===== src/rtl/y86_pkg.sv =====
// Shared Y86-64 writeback definitions: instruction codes, register IDs and the
// retirement state encoding used by the writeback register file.
package y86_pkg;

  localparam logic [3:0] I_HALT   = 4'h0;
  localparam logic [3:0] I_NOP    = 4'h1;
  localparam logic [3:0] I_CMOVXX = 4'h2;
  localparam logic [3:0] I_IRMOVQ = 4'h3;
  localparam logic [3:0] I_RMMOVQ = 4'h4;
  localparam logic [3:0] I_MRMOVQ = 4'h5;
  localparam logic [3:0] I_OPQ    = 4'h6;
  localparam logic [3:0] I_JXX    = 4'h7;
  localparam logic [3:0] I_CALL   = 4'h8;
  localparam logic [3:0] I_RET    = 4'h9;
  localparam logic [3:0] I_PUSHQ  = 4'hA;
  localparam logic [3:0] I_POPQ   = 4'hB;

  localparam logic [3:0] R_RSP  = 4'h4;
  localparam logic [3:0] R_NONE = 4'hF;

  localparam int NUM_REGS = 15;

  typedef enum logic [1:0] {
    ST_RUN  = 2'd0,
    ST_HALT = 2'd1,
    ST_ERR  = 2'd2
  } wb_state_e;

endpackage


===== src/rtl/regfile_array.sv =====
// 15 x 64-bit register storage: two synchronous write ports (M wins on a
// collision) and two combinational read ports; ID 0xF reads as zero.
module regfile_array
  import y86_pkg::*;
#(
  parameter logic [63:0] RSP_INIT = 64'h0
) (
  input  logic        clk,
  input  logic        reset,
  input  logic        we_e,
  input  logic [3:0]  dst_e,
  input  logic [63:0] val_e,
  input  logic        we_m,
  input  logic [3:0]  dst_m,
  input  logic [63:0] val_m,
  input  logic [3:0]  src_a,
  input  logic [3:0]  src_b,
  output logic [63:0] val_a,
  output logic [63:0] val_b
);

  logic [63:0] r_regs [0:NUM_REGS-1];

  always_ff @(posedge clk) begin
    if (reset) begin
      for (int i = 0; i < NUM_REGS; i++) begin
        r_regs[i] <= (4'(i) == R_RSP) ? RSP_INIT : 64'h0;
      end
    end else begin
      // M port checked first so popq %rsp keeps the loaded value.
      for (int i = 0; i < NUM_REGS; i++) begin
        if (we_m && (dst_m == 4'(i))) begin
          r_regs[i] <= val_m;
        end else if (we_e && (dst_e == 4'(i))) begin
          r_regs[i] <= val_e;
        end
      end
    end
  end

  assign val_a = (src_a == R_NONE) ? 64'h0 : r_regs[src_a];
  assign val_b = (src_b == R_NONE) ? 64'h0 : r_regs[src_b];

endmodule


===== src/rtl/writeback_regfile.sv =====
// Y86-64 writeback stage: derives dstE/dstM from the retiring instruction,
// writes the register file, counts retirements and tracks halt/illegal.
module writeback_regfile
  import y86_pkg::*;
#(
  parameter int          COUNT_W  = 32,
  parameter logic [63:0] RSP_INIT = 64'h0
) (
  input  logic               clk,
  input  logic               reset,
  input  logic               wb_valid,
  input  logic [3:0]         icode,
  input  logic               cnd,
  input  logic [3:0]         rA,
  input  logic [3:0]         rB,
  input  logic [63:0]        valE,
  input  logic [63:0]        valM,
  input  logic [3:0]         srcA,
  input  logic [3:0]         srcB,
  output logic [63:0]        valA,
  output logic [63:0]        valB,
  output logic               halted,
  output logic               illegal,
  output logic [COUNT_W-1:0] retired_count,
  output logic [1:0]         dbg_state
);

  // wb_valid is a one-cycle qualifier with no back-pressure: a retirement is
  // taken at the edge where wb_valid=1, state is RUN and reset is low;
  // otherwise the presented fields are dropped.
  wb_state_e          r_state;
  logic               r_halted;
  logic               r_illegal;
  logic [COUNT_W-1:0] r_count;
  logic [3:0]         w_dst_e;
  logic [3:0]         w_dst_m;
  logic               w_accept;
  logic               w_we_e;
  logic               w_we_m;

  always_comb begin
    w_dst_e = R_NONE;
    w_dst_m = R_NONE;
    case (icode)
      I_CMOVXX: if (cnd) w_dst_e = rB;
      I_IRMOVQ,
      I_OPQ:    w_dst_e = rB;
      I_CALL,
      I_RET,
      I_PUSHQ:  w_dst_e = R_RSP;
      I_MRMOVQ: w_dst_m = rA;
      I_POPQ: begin
        w_dst_e = R_RSP;
        w_dst_m = rA;
      end
      default: ;
    endcase
  end

  assign w_accept = wb_valid && (r_state == ST_RUN) && !reset;
  assign w_we_e   = w_accept && (w_dst_e != R_NONE);
  assign w_we_m   = w_accept && (w_dst_m != R_NONE);

  always_ff @(posedge clk) begin
    if (reset) begin
      r_state   <= ST_RUN;
      r_halted  <= 1'b0;
      r_illegal <= 1'b0;
      r_count   <= '0;
    end else if (w_accept) begin
      r_count <= r_count + COUNT_W'(1);
      if (icode == I_HALT) begin
        r_state  <= ST_HALT;
        r_halted <= 1'b1;
      end else if (icode > I_POPQ) begin
        r_state   <= ST_ERR;
        r_illegal <= 1'b1;
      end
    end
  end

  regfile_array #(
    .RSP_INIT (RSP_INIT)
  ) u_regs (
    .clk   (clk),
    .reset (reset),
    .we_e  (w_we_e),
    .dst_e (w_dst_e),
    .val_e (valE),
    .we_m  (w_we_m),
    .dst_m (w_dst_m),
    .val_m (valM),
    .src_a (srcA),
    .src_b (srcB),
    .val_a (valA),
    .val_b (valB)
  );

  assign halted        = r_halted;
  assign illegal       = r_illegal;
  assign retired_count = r_count;
  assign dbg_state     = r_state;

endmodule


===== config.mk =====
export PLATFORM = sky130hd
export DESIGN_NAME = writeback_regfile
export DESIGN_NICKNAME = d
export VERILOG_FILES = /design/src/rtl/y86_pkg.sv /design/src/rtl/regfile_array.sv /design/src/rtl/writeback_regfile.sv
export SDC_FILE = /design/constraint.sdc
export NUM_CORES = 2
export LEC_CHECK = 0
export BUFFER_PORTS_ARGS = -buffer_cell sky130_fd_sc_hd__buf_4
export CAP_MARGIN = 30
export CORE_AREA = 2 2 344 346
export CTS_BUF_LIST = sky130_fd_sc_hd__clkbuf_16
export DETAILED_ROUTE_END_ITERATION = 10
export DIE_AREA = 0 0 346 348
export PLACE_DENSITY = 0.79
export RECOVER_POWER = 50
export SLEW_MARGIN = 15
export SYNTH_ARGS = -nofsm -noshare
export SYNTH_HDL_FRONTEND = slang
export SYNTH_SLANG_ARGS = --single-unit

===== constraint.sdc =====
create_clock -name clk -period 10.5 [get_ports clk]
set_input_delay 2.1 -clock clk [delete_from_list [all_inputs] [get_ports clk]]
set_output_delay 2.1 -clock clk [all_outputs]
set_load 0.01 [all_outputs]

==> flow_metrics.env <==
export IMPL_worst_setup_path_end_kind="register"
export IMPL_area_growth_pct=10.1
export IMPL_ys_types=55
export IMPL_arrival_ns=9.20
export IMPL_p_clk_share_pct=36.3
export IMPL_cpPeakStageDelay_ns=2.19
export IMPL_critPathKind="in2reg"
export IMPL_die_area_um2=120000
export IMPL_grt_first_pass_wirelength_um=290000
export IMPL_total_power_w=0.00966
export IMPL_io_pins=316
export IMPL_power_leakage_nw=23.7
export IMPL_worstHoldPathType="reg2reg"
export IMPL_cts_inserted_buffers=102
export IMPL_hold_end="illegal"
export IMPL_intPower_w=0.00715
export IMPL_place_gp_congestion=0.821
export IMPL_grt_remaining_overflow=0
export IMPL_avgSynthCellArea_um2=14.6
export IMPL_rsz0062_at_grt="no"
export IMPL_start_kind="input pin"
export IMPL_synth_warnings=0
export IMPL_r2r_end="u_regs.r_regs[1][44]"
export IMPL_clkLatencyLatePin_ns=0.71
export IMPL_grt_max_degree=169
export IMPL_worstMarginPinSlew_ns=4.49
export IMPL_crit_fanout=46
export IMPL_vias_per_cell=7.42
export IMPL_placedCellCount=5412
export IMPL_cts_hold_buf=0
export IMPL_power_density_nw_per_um2=151
export IMPL_dr_pass1_iters=8
export IMPL_vdd_drop_max_mv=0.154
export IMPL_worstHoldStart="illegal"
export IMPL_clk_pin_slew_worst_paths_ns=0.06
export IMPL_wl_um=206000
export IMPL_hpwl_um=109000
export IMPL_period_needed_ns=8.87
export IMPL_startpoint="reset"
export IMPL_fin_skew_ns=0.0330
export IMPL_synth_seq_area_share_pct=50.9
export IMPL_vias=41700
export IMPL_cts_root_buf="clkbuf_16"
export IMPL_layout_drive_gt1_share_pct=25.2
export IMPL_hold_depth=2
export IMPL_finalNonFillerCells=5628
export IMPL_start_util_pct=49.6
export IMPL_io_buffers=315
export IMPL_netlist_area_um2=58000
export IMPL_drt_iter0_markers=6984
export IMPL_routedWlPerCell_um=36.6
export IMPL_htreeDepth=3
export IMPL_netSwitchingFraction_pct=25.9
export IMPL_pwr_share_comb_pct=14.7
export IMPL_cts_sinks=996
export IMPL_drc=0
export IMPL_grt_antenna_before_repair=42
export IMPL_status="complete, but fails checks"
export IMPL_finalSetupViolCount=0
export IMPL_coreArea_um2=117000
export IMPL_fin_setup_tns_ns=0
export IMPL_fp_row_count=126
export IMPL_r2r_setup_slack_ns=2.85
export IMPL_violations="max-capacitance violations, max-slew violations"
export IMPL_synth_nets=4132
export IMPL_finalCritPeriodShare_pct=84.5
export IMPL_cp_data_required_time_ns=10.82
export IMPL_p_switching_w=0.00250
export IMPL_path_cells="buf_6 > nor4b_1 > o211ai_1 > clkbuf_1 > nor4_1 > clkbuf_1 > or3_4 > buf_4"
export IMPL_ctsResizeCount=0
export IMPL_relSlewSlack_pct=-199
export IMPL_pwr_share_seq_pct=49.0
export IMPL_rr_startpoint="dbg_state[1]"
export IMPL_synthCells=3979
export IMPL_max_clock_path_buffers=3
export IMPL_cpMostUsedCell="clkbuf_1"
export IMPL_postCtsSetupRepairBufs=0
export IMPL_ys_ff_latch=996
export IMPL_final_antenna_net_count=0
export IMPL_nets=4138
export IMPL_cp_slowest_cell="nor4b_1"
export IMPL_reg2reg_depth=7
export IMPL_die_h_um=348
export IMPL_hold_viol=0
export IMPL_maxCapViolations=29
export IMPL_slew_viol_final=924
export IMPL_layout_setup_ws_ns=1.63
export IMPL_grt_pass1_vias=41500
export IMPL_fmax_ghz=0.113
export IMPL_cts_tree="built"
export IMPL_die_w_um=346
export IMPL_grt_usage_pct=33.4
export IMPL_place_ws_ns=3.16
## cell usage after synthesis, drive strengths merged
master   count  area, µm²
a21oi       14       70.1
o21bai       3       22.5
nor3        12       65.1
xnor2       10       87.6
and4         5       43.8
mux2         1       11.3
and4bb       1       12.5
or4b         1       13.8
nand2      272       1020
o2111ai      1       8.76
nand3       13       65.1
buf        241       1400
and3         6       37.5
a21boi       1       7.51
o21ai      198        991
nor2b      137        857
ha           1       12.5
and2         2       12.5
a31oi        2       12.5
or4          5       37.5
mux4       512      11500
o211ai       4       30.0
nor4        12        118
o31ai        4       30.0
a211o        1       8.76
or3         17        106
or3b         3       26.3
and3b        1       8.76
a22o       576       5040
edfxtp     960      28800
xor2        12        105
o2111a       2       22.5
or2          3       18.8
mux2i      448       4480
clkbuf     266        998
a2bb2oi      1       8.76
inv         11       41.3
nor4b        1       23.8
nand4       12       75.1
nor3b        2       15.0
nand2b     135        852
nor2        33        124
o311ai       1       8.76
dfxtp       36        721
## kinds of logic (layout without fill, tap and decap cells)
logic type                 Yosys count  after routing  synth area share (%)
DFF                                996            996                  50.9
muxes                              961            961                  27.6
AOI/OAI and AO/OA                  808            808                  10.8
and+or+nand+nor                    673            673                  6.09
buffers and inverters              518            608                  4.21
xor gates and xnor gates            22             22                 0.332
adders and majority gates            1              1                0.0216
other                                0             23                     0
## how the worst max path moves through the flow
| stage | slack [ns] | endpoint | cells past startpoint |
|---|---|---|---|
| floorplan | 2.23 | u_regs.r_regs[11][0] | 4 |
| global placement | 3.19 | valA[17] | 6 |
| detailed placement | 3.16 | valA[17] | 6 |
| CTS | 3.14 | valA[17] | 6 |
| global route | 1.61 | u_regs.r_regs[1][44] | 8 |
| finish | 1.63 | u_regs.r_regs[1][44] | 8 |
## state kept, by name, indices dropped and copies added, names as in the netlist
register / cells
dbg_state: 2
halted: 1
illegal: 1
retired_count: 32
u_regs.r_regs: 960
## per-layer routing
| metal | wire length (µm) | vias up | GRT usage [%] |
|---|---|---|---|
| li1 | - | 16100 | - |
| met1 | 68100 | 20700 | 42.3 |
| met2 | 93300 | 4034 | 51.3 |
| met3 | 31000 | 820 | 9.23 |
| met4 | 13400 | 18 | 20.4 |
| met5 | 122 | - | 0 |
## placed cells by master (no fill, tap or decap), types with 32 or more instances in the layout
| cell type | synthesis | layout |
|---|---|---|
| mux4_2 | 512 | 512 |
| dfxtp_1 | 36 | 36 |
| clkbuf_1 | 266 | 57 |
| edfxtp_1 | 960 | 960 |
| buf_4 | 32 | 333 |
| clkinv_1 | 0 | 32 |
| inv_1 | 11 | 33 |
| mux2i_1 | 448 | 448 |
| nor2b_1 | 137 | 132 |
| nand2b_1 | 134 | 134 |
| o21ai_0 | 188 | 194 |
| a22o_1 | 576 | 576 |
| nand2_1 | 272 | 270 |
| clkbuf_16 | 0 | 103 |
## worst max-delay path, delay by kind of cell
family,cells,cell delay (ns)
AND/OR/NAND/NOR,3,3.44
AO/OA/AOI/OAI,1,0.25
buffers and inverters,4,3.28
## final cells by class
cell class	instances	area, µm²
flip-flops and latches	996	29500
well taps	1536	1920
diodes	23	57.6
clock buffers	103	2580
inverters	11	41.3
clock inverters	85	546
repair buffers	409	3070
multi-input cells	2465	26100
fillers	9251	53100
## power by group through the flow
stage	clock network (W)	registers, W	logic, W
global route	0.00364	0.00475	0.00148
detailed placement	0	0.00480	0.00140
finish	0.00350	0.00473	0.00142
CTS	0.00349	0.00472	0.00140
floorplan	0	0.00476	0.000885
global placement	0	0.00478	0.00137
## metrics by stage
step / util (%) / hold WS (ns) / instance area, µm²
5_1_grt: 54.6 / 0.536 / 63900
6_report: 54.6 / 0.484 / 63900
3_3_place_gp: 52.1 / 0.465 / 60900
2_1_floorplan: - / 0.505 / 58000
3_5_place_dp: 52.1 / 0.477 / 61000
4_1_cts: 54.8 / 0.490 / 64100
Power figures use the tool's default switching activity.
